===== src/rtl/exu_seq_ctrl_pkg.sv =====
// Shared types and constants for the execution sequencer.
// The state encoding is fixed at 3 bits so it can be probed directly from a debug bus.
package exu_seq_pkg;

  typedef enum logic [2:0] {
    FETCH_REQ  = 3'd0,
    FETCH_WAIT = 3'd1,
    EXEC       = 3'd2,
    MEM_REQ    = 3'd3,
    MEM_WAIT   = 3'd4,
    WB         = 3'd5,
    HALT       = 3'd6,
    TRAP       = 3'd7
  } state_t;

  localparam logic [63:0] RESET_PC_DEFAULT = 64'h8000_0000;
  localparam int          INST_BYTES       = 4;
  localparam logic [1:0]  MISALIGN_MASK    = 2'b11;

endpackage


===== src/rtl/exu_seq_ctrl_if.sv =====
// Instruction and data memory handshake bundle between the sequencer (master) and the memory side (slave).
interface exu_seq_ctrl_if #(
  parameter int XLEN = 64,
  parameter int ILEN = 32
);

  logic            imem_req_valid;
  logic            imem_req_ready;
  logic [XLEN-1:0] imem_addr;
  logic            imem_rsp_valid;
  logic [ILEN-1:0] imem_rsp_data;
  logic            dmem_req_valid;
  logic            dmem_req_ready;
  logic            dmem_rsp_valid;

  modport master (
    output imem_req_valid, imem_addr, dmem_req_valid,
    input  imem_req_ready, imem_rsp_valid, imem_rsp_data,
    input  dmem_req_ready, dmem_rsp_valid
  );

  modport slave (
    input  imem_req_valid, imem_addr, dmem_req_valid,
    output imem_req_ready, imem_rsp_valid, imem_rsp_data,
    output dmem_req_ready, dmem_rsp_valid
  );

endinterface


===== src/rtl/exu_seq_ctrl_perf.sv =====
// Cycle and retired-instruction counters; only present when EXU_SEQ_PERF_CNT_EN is defined.
// Both counters wrap silently.
`ifdef EXU_SEQ_PERF_CNT_EN
module exu_seq_perf #(
  parameter int W = 64
) (
  input  logic         clk,
  input  logic         rst,
  input  logic         cycle_en,
  input  logic         retire,
  output logic [W-1:0] cycle_cnt,
  output logic [W-1:0] instret_cnt
);

  always_ff @(posedge clk or negedge rst) begin
    if (!rst) begin
      cycle_cnt   <= '0;
      instret_cnt <= '0;
    end else begin
      if (cycle_en) cycle_cnt <= cycle_cnt + W'(1);
      if (retire)   instret_cnt <= instret_cnt + W'(1);
    end
  end

endmodule
`endif


===== src/rtl/exu_seq_ctrl.sv =====
// Multi-cycle sequencer: fetch, execute, optional memory access, writeback; sticky halt/trap.
// Optional perf counters (cycle_cnt, instret_cnt) are built when EXU_SEQ_PERF_CNT_EN is defined.
module exu_seq_ctrl
  import exu_seq_pkg::*;
#(
  parameter int              XLEN     = 64,
  parameter logic [XLEN-1:0] RESET_PC = XLEN'(RESET_PC_DEFAULT),
  parameter int              ILEN     = 32
) (
  input  logic            clk,
  input  logic            rst,
  exu_seq_ctrl_if.master  mem,
  output logic [ILEN-1:0] inst,
  input  logic            dec_load,
  input  logic            dec_store,
  input  logic            dec_jump,
  input  logic            dec_ebreak,
  input  logic            dec_invalid,
  input  logic [XLEN-1:0] dnpc,
  output logic [XLEN-1:0] pc,
  output logic            rf_we,
  output logic            retire,
  output logic            halted,
  output logic            trap
`ifdef EXU_SEQ_PERF_CNT_EN
  ,
  output logic [63:0]     cycle_cnt,
  output logic [63:0]     instret_cnt
`endif
);

  state_t          state, state_nxt;
  logic [XLEN-1:0] pc_q;
  logic [ILEN-1:0] inst_q;
  logic            jump_misalign;
  logic            wb_commit;

  assign jump_misalign = dec_jump && ((dnpc[1:0] & MISALIGN_MASK) != 2'b00);

  always_ff @(posedge clk or negedge rst) begin
    if (!rst) state <= FETCH_REQ;
    else      state <= state_nxt;
  end

  always_comb begin
    state_nxt = state;
    case (state)
      FETCH_REQ:  if (mem.imem_req_ready) state_nxt = FETCH_WAIT;
      FETCH_WAIT: if (mem.imem_rsp_valid) state_nxt = EXEC;
      EXEC: begin
        if (dec_invalid)                 state_nxt = TRAP;
        else if (dec_ebreak)             state_nxt = HALT;
        else if (dec_load || dec_store)  state_nxt = MEM_REQ;
        else                             state_nxt = WB;
      end
      MEM_REQ:    if (mem.dmem_req_ready) state_nxt = MEM_WAIT;
      MEM_WAIT:   if (mem.dmem_rsp_valid) state_nxt = WB;
      WB:         state_nxt = jump_misalign ? TRAP : FETCH_REQ;
      HALT:       state_nxt = HALT;
      TRAP:       state_nxt = TRAP;
    endcase
  end

  // The fetch request is gated by rst so it drops the moment reset asserts.
  always_comb begin
    mem.imem_req_valid = (state == FETCH_REQ) && rst;
    mem.dmem_req_valid = (state == MEM_REQ);
    wb_commit          = (state == WB) && !jump_misalign;
    rf_we              = wb_commit && !dec_store;
    retire             = wb_commit || ((state == EXEC) && !dec_invalid && dec_ebreak);
    halted             = (state == HALT);
    trap               = (state == TRAP);
  end

  always_ff @(posedge clk or negedge rst) begin
    if (!rst) begin
      pc_q   <= RESET_PC;
      inst_q <= '0;
    end else begin
      if ((state == FETCH_WAIT) && mem.imem_rsp_valid) inst_q <= mem.imem_rsp_data;
      if (wb_commit) pc_q <= dec_jump ? dnpc : pc_q + XLEN'(INST_BYTES);
    end
  end

  assign pc            = pc_q;
  assign inst          = inst_q;
  assign mem.imem_addr = pc_q;

`ifdef EXU_SEQ_PERF_CNT_EN
  exu_seq_perf #(.W(64)) u_perf (
    .clk         (clk),
    .rst         (rst),
    .cycle_en    (!(halted || trap)),
    .retire      (retire),
    .cycle_cnt   (cycle_cnt),
    .instret_cnt (instret_cnt)
  );
`endif

endmodule

===== src/flat_wrapper.sv =====
// flat-port wrapper written by rule: the top's interface ports become plain ports
module exu_seq_ctrl_flat import exu_seq_pkg::*;
#(
  parameter int              XLEN     = 64,
  parameter logic [XLEN-1:0] RESET_PC = XLEN'(RESET_PC_DEFAULT),
  parameter int              ILEN     = 32
)
  (clk, rst, inst, dec_load, dec_store, dec_jump, dec_ebreak, dec_invalid, dnpc, pc, rf_we, retire, halted, trap, mem_imem_req_valid, mem_imem_addr, mem_dmem_req_valid, mem_imem_req_ready, mem_imem_rsp_valid, mem_imem_rsp_data, mem_dmem_req_ready, mem_dmem_rsp_valid);
  exu_seq_ctrl_if #(.XLEN(XLEN), .ILEN(ILEN)) mem_i ();
  input  logic clk;
  input  logic rst;
  output logic [ILEN-1:0] inst;
  input  logic dec_load;
  input  logic dec_store;
  input  logic dec_jump;
  input  logic dec_ebreak;
  input  logic dec_invalid;
  input  logic [XLEN-1:0] dnpc;
  output logic [XLEN-1:0] pc;
  output logic rf_we;
  output logic retire;
  output logic halted;
  output logic trap;
  output wire logic [$bits(mem_i.imem_req_valid)-1:0] mem_imem_req_valid;
  output wire logic [$bits(mem_i.imem_addr)-1:0] mem_imem_addr;
  output wire logic [$bits(mem_i.dmem_req_valid)-1:0] mem_dmem_req_valid;
  input wire logic [$bits(mem_i.imem_req_ready)-1:0] mem_imem_req_ready;
  input wire logic [$bits(mem_i.imem_rsp_valid)-1:0] mem_imem_rsp_valid;
  input wire logic [$bits(mem_i.imem_rsp_data)-1:0] mem_imem_rsp_data;
  input wire logic [$bits(mem_i.dmem_req_ready)-1:0] mem_dmem_req_ready;
  input wire logic [$bits(mem_i.dmem_rsp_valid)-1:0] mem_dmem_rsp_valid;
  assign mem_imem_req_valid = mem_i.imem_req_valid;
  assign mem_imem_addr = mem_i.imem_addr;
  assign mem_dmem_req_valid = mem_i.dmem_req_valid;
  assign mem_i.imem_req_ready = mem_imem_req_ready;
  assign mem_i.imem_rsp_valid = mem_imem_rsp_valid;
  assign mem_i.imem_rsp_data = mem_imem_rsp_data;
  assign mem_i.dmem_req_ready = mem_dmem_req_ready;
  assign mem_i.dmem_rsp_valid = mem_dmem_rsp_valid;
  exu_seq_ctrl #(.XLEN(XLEN), .RESET_PC(RESET_PC), .ILEN(ILEN)) u_core (.clk(clk), .rst(rst), .mem(mem_i), .inst(inst), .dec_load(dec_load), .dec_store(dec_store), .dec_jump(dec_jump), .dec_ebreak(dec_ebreak), .dec_invalid(dec_invalid), .dnpc(dnpc), .pc(pc), .rf_we(rf_we), .retire(retire), .halted(halted), .trap(trap));
endmodule

===== config.mk =====
export PLATFORM = sky130hd
export DESIGN_NAME = exu_seq_ctrl_flat
export DESIGN_NICKNAME = d
export VERILOG_FILES = /design/src/rtl/exu_seq_ctrl_pkg.sv /design/src/rtl/exu_seq_ctrl_if.sv /design/src/rtl/exu_seq_ctrl_perf.sv /design/src/rtl/exu_seq_ctrl.sv /design/src/flat_wrapper.sv
export SDC_FILE = /design/constraint.sdc
export NUM_CORES = 1
export LEC_CHECK = 0
export ABC_AREA = 1
export ABC_CLOCK_PERIOD_IN_PS = 2670
export BUFFER_PORTS_ARGS = -buffer_cell sky130_fd_sc_hd__buf_2
export CORE_MARGIN = 2
export CORE_UTILIZATION = 55
export DETAILED_ROUTE_END_ITERATION = 8
export PLACE_DENSITY = 0.95
export SYNTH_ARGS = -nofsm -noshare
export SYNTH_HDL_FRONTEND = slang
export SYNTH_SLANG_ARGS = --single-unit

===== constraint.sdc =====
create_clock -name clk -period 2.67 [get_ports clk]
set_clock_uncertainty 0.1 [all_clocks]
set_input_delay 0.267 -clock clk [delete_from_list [all_inputs] [get_ports clk]]
set_output_delay 0.267 -clock clk [all_outputs]
set_load 0.1 [all_outputs]

==> results of run 1 <==
[sequential cells by signal, summed over array words and instances (netlist names)]
| register | flops |
|---|---|
| u_core.inst | 32 |
| u_core.mem.imem_addr | 64 |
| u_core.state | 3 |
[worst reg2reg max path: stages (launching register included)]
cell and delay (ps):
dfrtp_1 490, ha_1 290, nand2_2 110, nor2_4 200, nand2_4 120, nor2_4 300, nand3_1 150, o21ai_0 170
nand3_1 80, nand2_1 60, inv_1 40
[layout make-up]
type	instances	area (sq um)	area share, %
Clock buffer	9	225	2.57
Clock inverter	7	65.1	0.742
Inverter	119	447	5.09
Multi-Input combinational cell	825	3830	43.6
Sequential cell	99	2480	28.3
Tap cell	176	220	2.51
Timing Repair Buffer	282	1510	17.2
[cell families after synthesis]
group	synth area share, %
buffers and inverters	14.6
DFF	33.6
muxes	4.89
AOI/OAI and AO/OA	6.60
adders and majority gates	0.170
xor gates and xnor gates	0.119
and+or+nand+nor	40.0
[what timing repair did]
action,CTS,global route
resized for setup,0,0
endpoints found under the hold margin,98,0
hold buffers,1,0
[layer usage]
layer  up-vias  part of all wire (%)  track usage, %  wire length (um)
met5         -                 0.028               0                 7
met4         2                   5.5            18.0              1380
met3       113                   9.3            8.94              2360
met2       471                    48            59.5             12100
met1      3768                    37            42.1              9460
li1       3923                     -               -                 -
[per-stage QoR]
step / worst slack (ps) / cells
after floorplan: -345 / 1137
after global placement: 572 / 1500
after detailed placement: 534 / 1500
after CTS: 496 / 1517
after global routing: 350 / 1517
final: 463 / 1517
[cells in the mapped netlist]
| library cell | instances | area [sq um] |
|---|---|---|
| inv_1 | 114 | 428 |
| nor4_1 | 2 | 12.5 |
| xor2_1 | 1 | 8.76 |
| nor2b_2 | 1 | 8.76 |
| nor2_2 | 7 | 43.8 |
| clkbuf_1 | 9 | 33.8 |
| inv_2 | 5 | 18.8 |
| nand3b_1 | 3 | 22.5 |
| a311oi_1 | 1 | 8.76 |
| nor3_1 | 11 | 55.1 |
| nand2_4 | 2 | 22.5 |
| buf_1 | 5 | 18.8 |
| nor2_4 | 6 | 67.6 |
| nand3_2 | 3 | 30.0 |
| nor3_2 | 1 | 10.0 |
| o21a_1 | 1 | 7.51 |
| o21ai_0 | 38 | 190 |
| nand3_4 | 1 | 17.5 |
| dfstp_2 | 1 | 26.3 |
| mux2_2 | 32 | 360 |
| a211oi_1 | 10 | 75.1 |
| a22oi_1 | 2 | 15.0 |
| o21ai_1 | 4 | 20.0 |
| nand2_1 | 398 | 1490 |
| o22ai_1 | 5 | 31.3 |
| buf_6 | 1 | 11.3 |
| buf_2 | 12 | 60.1 |
| o311ai_1 | 1 | 8.76 |
| ha_1 | 1 | 12.5 |
| dfrtp_1 | 98 | 2450 |
| nand4_1 | 19 | 119 |
| nand2_2 | 3 | 18.8 |
| buf_4 | 67 | 503 |
| nor2_1 | 166 | 623 |
| a21oi_1 | 23 | 115 |
| nand3_1 | 81 | 405 |
| o21bai_1 | 1 | 7.51 |
| o31ai_1 | 1 | 7.51 |
[final timing paths]
| path | from | to | slack, ps | depth (start not counted) |
|---|---|---|---|---|
| min in group asynchronous | rst | u_core.mem.imem_addr[37] | 470 | 3 |
| worst max-delay path | u_core.mem.imem_addr[2] | u_core.mem.imem_addr[34] | 460 | 10 |
| max in group asynchronous | rst | u_core.mem.imem_addr[8] | 1580 | 3 |
| worst min register to register | u_core.inst[17] | u_core.inst[17] | 400 | 1 |
| worst max register to register | u_core.mem.imem_addr[2] | u_core.mem.imem_addr[34] | 460 | 10 |
| worst min-delay path | mem_imem_rsp_data[31] | u_core.inst[31] | 20 | 2 |
==> key figures, run 1 <==
Setup path
  – Worst Path Required: around 2800 ps
  – Critical path cell sequence: ha_1 > nand2_2 > nor2_4 > nand2_4 > nor2_4 > nand3_1 > o21ai_0 > nand3_1 > nand2_1 > inv_1
  – CP delay by family, top: simple AND/OR/NAND/NOR gates
  – CP Capture Type: flop
  – CP peak stage delay: around 490 ps
  – Critical path arrival: between 2000 and 2500 ps
  – Slowest-stage cell, CP: dfrtp_1
  – Crit-path max FO: 7
  – Startpoint types: flop
  – CP Buf/Inv Count: 1
  – Setup CP Type: reg -> reg

Route
  – Total wire length: 25300 um
  – Vias per inst: roughly 5.5
  – TritonRoute pass-1 iters: 6
  – Wirelength per Cell: around 17 um
  – Antenna Nets Post-Route: 0
  – Initial drt markers: 725
  – Post-route DRC: 0
  – Via count: 8277

STA
  – # setup viols final: 0
  – Pin slew with the least headroom to its limit: around 600 ps
  – RSZ-0062 raised after global routing: false
  – Minimum clock period: 2210 ps
  – Endpoints failing hold: 0
  – Max Slew Vio Count: 0
  – Slew headroom: 60.6%
  – Min Hold Slack: approximately 23 ps
  – Final period util: between 80% and 90%
  – Peak Freq: between 400 and 500 MHz
  – Sum Neg Setup Slack: 0 ps

Floorplanning
  – Die Y: between 100 and 150 um
  – Row count: 42
  – CORE AREA: about 13000 sq um
  – Die X: 120 um
  – IO Pins: ~270
  – Initial Util: a little under three fifths
  – Die footprint: 14300 sq um

Min path
  – Hold WC Path Type: in -> reg

Layout
  – Non-Filler Cell Area, Final: between 8000 and 9000 sq um
  – Commonest non-fill, non-tap cells in the layout: 398 x nand2_1, 269 x buf_2, 166 x nor2_1
  – Share of cells above drive strength 1: 26.8%
  – Final design utilization: 66.5%
  – Final nets: approximately 1400
  – Layout area overhead: 19.0%
  – Fill count: ~1200
  – # diodes: 0
  – Most common cell after layout, fill and taps aside: nand2_1

Placed design
  – PortBufs: roughly 270
  – RePlAce Congestion: around 1.0
  – DP Area: ~8500 sq um
  – DP Wirelength: between 15000 and 20000 um

Clocking
  – CTS tree: yes
  – Worst-case clock buffer depth: 2
  – Clock Tree Root: clkbuf_16
  – # Post-CTS Setup Buffers: 0
  – # clock sinks: around 100
  – Clock Latency Late Sink: between 300 and 400 ps
  – Clock slew seen by the registers of the worst setup and hold paths: around 80 ps
  – Inserted Clock Buffers: 9
  – H-tree Lvls: 3

Yosys
  – Flops & latches, synth: a little under 100
  – Syn Nets: roughly 1200
  – Sequential area share after synthesis: 33.6%
  – Synth warn: 0
  – Area of the mapped netlist: roughly 7400 sq um
  – Synthesized instance count: ~1100
  – Syn_area_per_cell: ~6.5 sq um
  – Synth cell types: 38

Global routing
  – Global-route wire length before repair: roughly 40000 um
  – Initial antenna violation count: 1
  – All-Layer GR Usage: 35.4%
  – Vias in the first global route: around 7800
  – Largest net degree at the start of global routing: 100
  – Grt total ovfl: 0

Run
  – Max-cap viol count: 0

Run status
  – Status: completed
Power of run 1 is not shown: default switching activity piles up to over one toggle a cycle in this logic, so the estimate is an artifact.
==> run 2: changes to the inputs <==
--- a/config.mk
+++ b/config.mk
@@ -6,12 +6,12 @@
 export NUM_CORES = 1
 export LEC_CHECK = 0
 export ABC_AREA = 1
-export ABC_CLOCK_PERIOD_IN_PS = 2670
+export ABC_CLOCK_PERIOD_IN_PS = 2050
 export BUFFER_PORTS_ARGS = -buffer_cell sky130_fd_sc_hd__buf_2
 export CORE_MARGIN = 2
-export CORE_UTILIZATION = 55
+export CORE_UTILIZATION = 51
 export DETAILED_ROUTE_END_ITERATION = 8
-export PLACE_DENSITY = 0.95
+export PLACE_DENSITY = 0.89
 export SYNTH_ARGS = -nofsm -noshare
 export SYNTH_HDL_FRONTEND = slang
 export SYNTH_SLANG_ARGS = --single-unit
==> constraint.sdc (replaced) <==
create_clock -name clk -period 2.05 [get_ports clk]
set_clock_uncertainty 0.1 [all_clocks]
set_input_delay 0.205 -clock clk [delete_from_list [all_inputs] [get_ports clk]]
set_output_delay 0.205 -clock clk [all_outputs]
set_load 0.1 [all_outputs]
==> key figures, run 2 (synthesized netlist as in run 1, its figures left out) <==
Global routing
  – Initial antenna violation count: 0 (-1)
  – Global-route wire length before repair: 43800 um (+11%)
  – Grt total ovfl: 0 (unchanged)
  – Vias in the first global route: 8584 (+9.8%)
  – All-Layer GR Usage: 35.3% (-0.10 points)
  – Largest net degree at the start of global routing: 100 (unchanged)

STA
  – Sum Neg Setup Slack: 0 ps (unchanged)
  – Minimum clock period: around 2000 ps
  – Min Hold Slack: 8.52 ps (-14.6 ps)
  – Pin slew with the least headroom to its limit: 576 ps (-12.6 ps)
  – Slew headroom: 61.6% (+0.93 points)
  – Max Slew Vio Count: 0 (unchanged)
  – # setup viols final: 0 (unchanged)
  – Peak Freq: between 400 and 500 MHz
  – RSZ-0062 raised after global routing: true
  – Endpoints failing hold: 0 (unchanged)
  – Final period util: about 98%
  – Setup ws final: 38.1 ps (-425 ps)

Route
  – Via count: 8641 (+4.4%)
  – Highest Signal Layer: met4
  – TritonRoute pass-1 iters: 5 (-1)
  – Antenna Nets Post-Route: 0 (unchanged)
  – Routed wl met2: 13200 um (+9.5%)
  – Met1 Wirelength: 10400 um (+10%)
  – Total wire length: 27800 um (+9.8%)
  – Post-route DRC: 0 (unchanged)
  – Wirelength per Cell: 17.6 um (+5.7%)
  – Met3 WL: 2670 um (+13%)
  – Vias per inst: 5.48 (+0.49%)
  – Initial drt markers: 685 (-5.5%)

Setup path
  – CP peak stage delay: 390 ps (-100 ps)
  – Critical path cell sequence: buf_4 > nor2_1 > nand2_1 > nor2_2 > buf_12
  – Startpoint types: flop
  – Setup CP Type: reg -> out
  – Slowest-stage cell, CP: dfrtp_1
  – Critical path arrival: 1710 ps (-660 ps)
  – Crit-path max FO: 4 (-3)
  – CP Capture Type: primary output
  – Worst Path Required: 1750 ps (-1090 ps)

Layout
  – Final nets: 1499 (+3.8%)
  – Fill count: 1210 (-1.8%)
  – Max reg flops: 64 (unchanged)
  – Share of cells above drive strength 1: 32.4% (+5.6 points)
  – # diodes: 0 (unchanged)
  – Cell Count, Final, Fillers Out: 1576 (+3.9%)
  – Most common cell after layout, fill and taps aside: nand2_1
  – Layout area overhead: 28.5%
  – Commonest non-fill, non-tap cells in the layout: 398 x nand2_1, 266 x buf_2, 154 x nor2_1

Clocking
  – H-tree Lvls: 3 (unchanged)
  – Worst-case clock buffer depth: 2 (unchanged)
  – # clock sinks: 99 (unchanged)
  – Clock Latency Late Sink: 360 ps (about the same)
  – Clock Tree Root: clkbuf_16
  – Inserted Clock Buffers: 9 (unchanged)
  – Clock slew seen by the registers of the worst setup and hold paths: 70 ps (about the same)
  – CTS tree: yes

Min path
  – Hold WC Path Type: in -> reg

Run
  – Max-cap viol count: 0 (unchanged)

Placed design
  – RePlAce Congestion: 0.991 (-4.2%)
  – Dpl cells: 1522 (+1.5%)
  – PortBufs: 272 (unchanged)
  – DP Wirelength: 19800 um (+1.4%)
  – Dpl ws: 61.5 ps (-473 ps)

Run status
  – Status: completed

Floorplanning
  – CORE AREA: 14000 sq um (+6.1%)
  – Row count: 43 (+2.4%)
  – Initial Util: 52.7% (-3.2 points)
  – Die footprint: 15400 sq um (+7.6%)
  – Die X: 124 um (+3.7%)
  – IO Pins: 273 (unchanged)
  – Die Y: 124 um (+3.7%)
-- run 2: cell types whose count changed in the layout (fill, tap and decap cells not counted), moves of 2 or more --
cell,previous run,this run
dfrtp_1,98,42
dfrtp_2,0,54
dlygate4sd3_1,1,34
buf_4,7,28
nor2_1,166,154
nor2_2,7,16
buf_12,5,8
buf_2,269,266
nor2_4,6,9
dfrtp_4,0,2
nor3_1,11,9
o21ai_0,38,36
o21ai_1,4,6
-- run 2: layer usage --
metal,vias to the layer above,global-route usage [%]
li1,4031,-
met1,3990,42.5
met2,504,59.6
met3,116,7.19
met4,0,18.6
met5,-,0
-- run 2: final cells by class --
| cell class | instances | area [sq um] | area share [%] |
|---|---|---|---|
| Clock buffer | 10 | 239 | 2.52 |
| Clock inverter | 6 | 56.3 | 0.594 |
| Inverter | 119 | 447 | 4.71 |
| Multi-Input combinational cell | 825 | 3900 | 41.2 |
| Sequential cell | 99 | 2560 | 27.0 |
| Tap cell | 180 | 225 | 2.38 |
| Timing Repair Buffer | 337 | 2050 | 21.6 |
-- run 2: worst paths after layout --
check                                         from                  endpoint  slack (ps)  cells after the start
hold / removal               mem_imem_rsp_data[21]           u_core.inst[21]           9                      2
min in group asynchronous                      rst  u_core.mem.imem_addr[37]         380                      3
max in group asynchronous                      rst  u_core.mem.imem_addr[28]         950                      3
setup / recovery                   u_core.state[0]        mem_imem_req_valid          40                      5
setup reg to reg           u_core.mem.imem_addr[2]  u_core.mem.imem_addr[38]          90                     11
hold reg to reg            u_core.mem.imem_addr[0]   u_core.mem.imem_addr[0]         380                      2
-- run 2: worst max-delay path: cells and delay by family (launching register included) --
family	cells	cell delay [ps]
buffers and inverters	2	360
DFF	1	390
and+or+nand+nor	3	590
-- run 2: per-stage QoR --
| stage | util (%) | cell area [sq um] |
|---|---|---|
| 6_report | 67.7 | 9470 |
| 5_1_grt | 67.7 | 9470 |
| 4_1_cts | 67.2 | 9400 |
| 3_5_place_dp | 62.6 | 8760 |
| 3_3_place_gp | 62.6 | 8760 |
| 2_1_floorplan | - | 7480 |
-- run 2: repair_timing --
action / CTS / global route
hold endpoints to repair: 131 / 0
pin swaps: 0 / 3
gates resized for setup: 1 / 19
setup endpoints to repair: 1 / 20
buffers inserted: 0 / 4
hold buffers: 34 / 0
Power of run 2 is left out for the same reason.
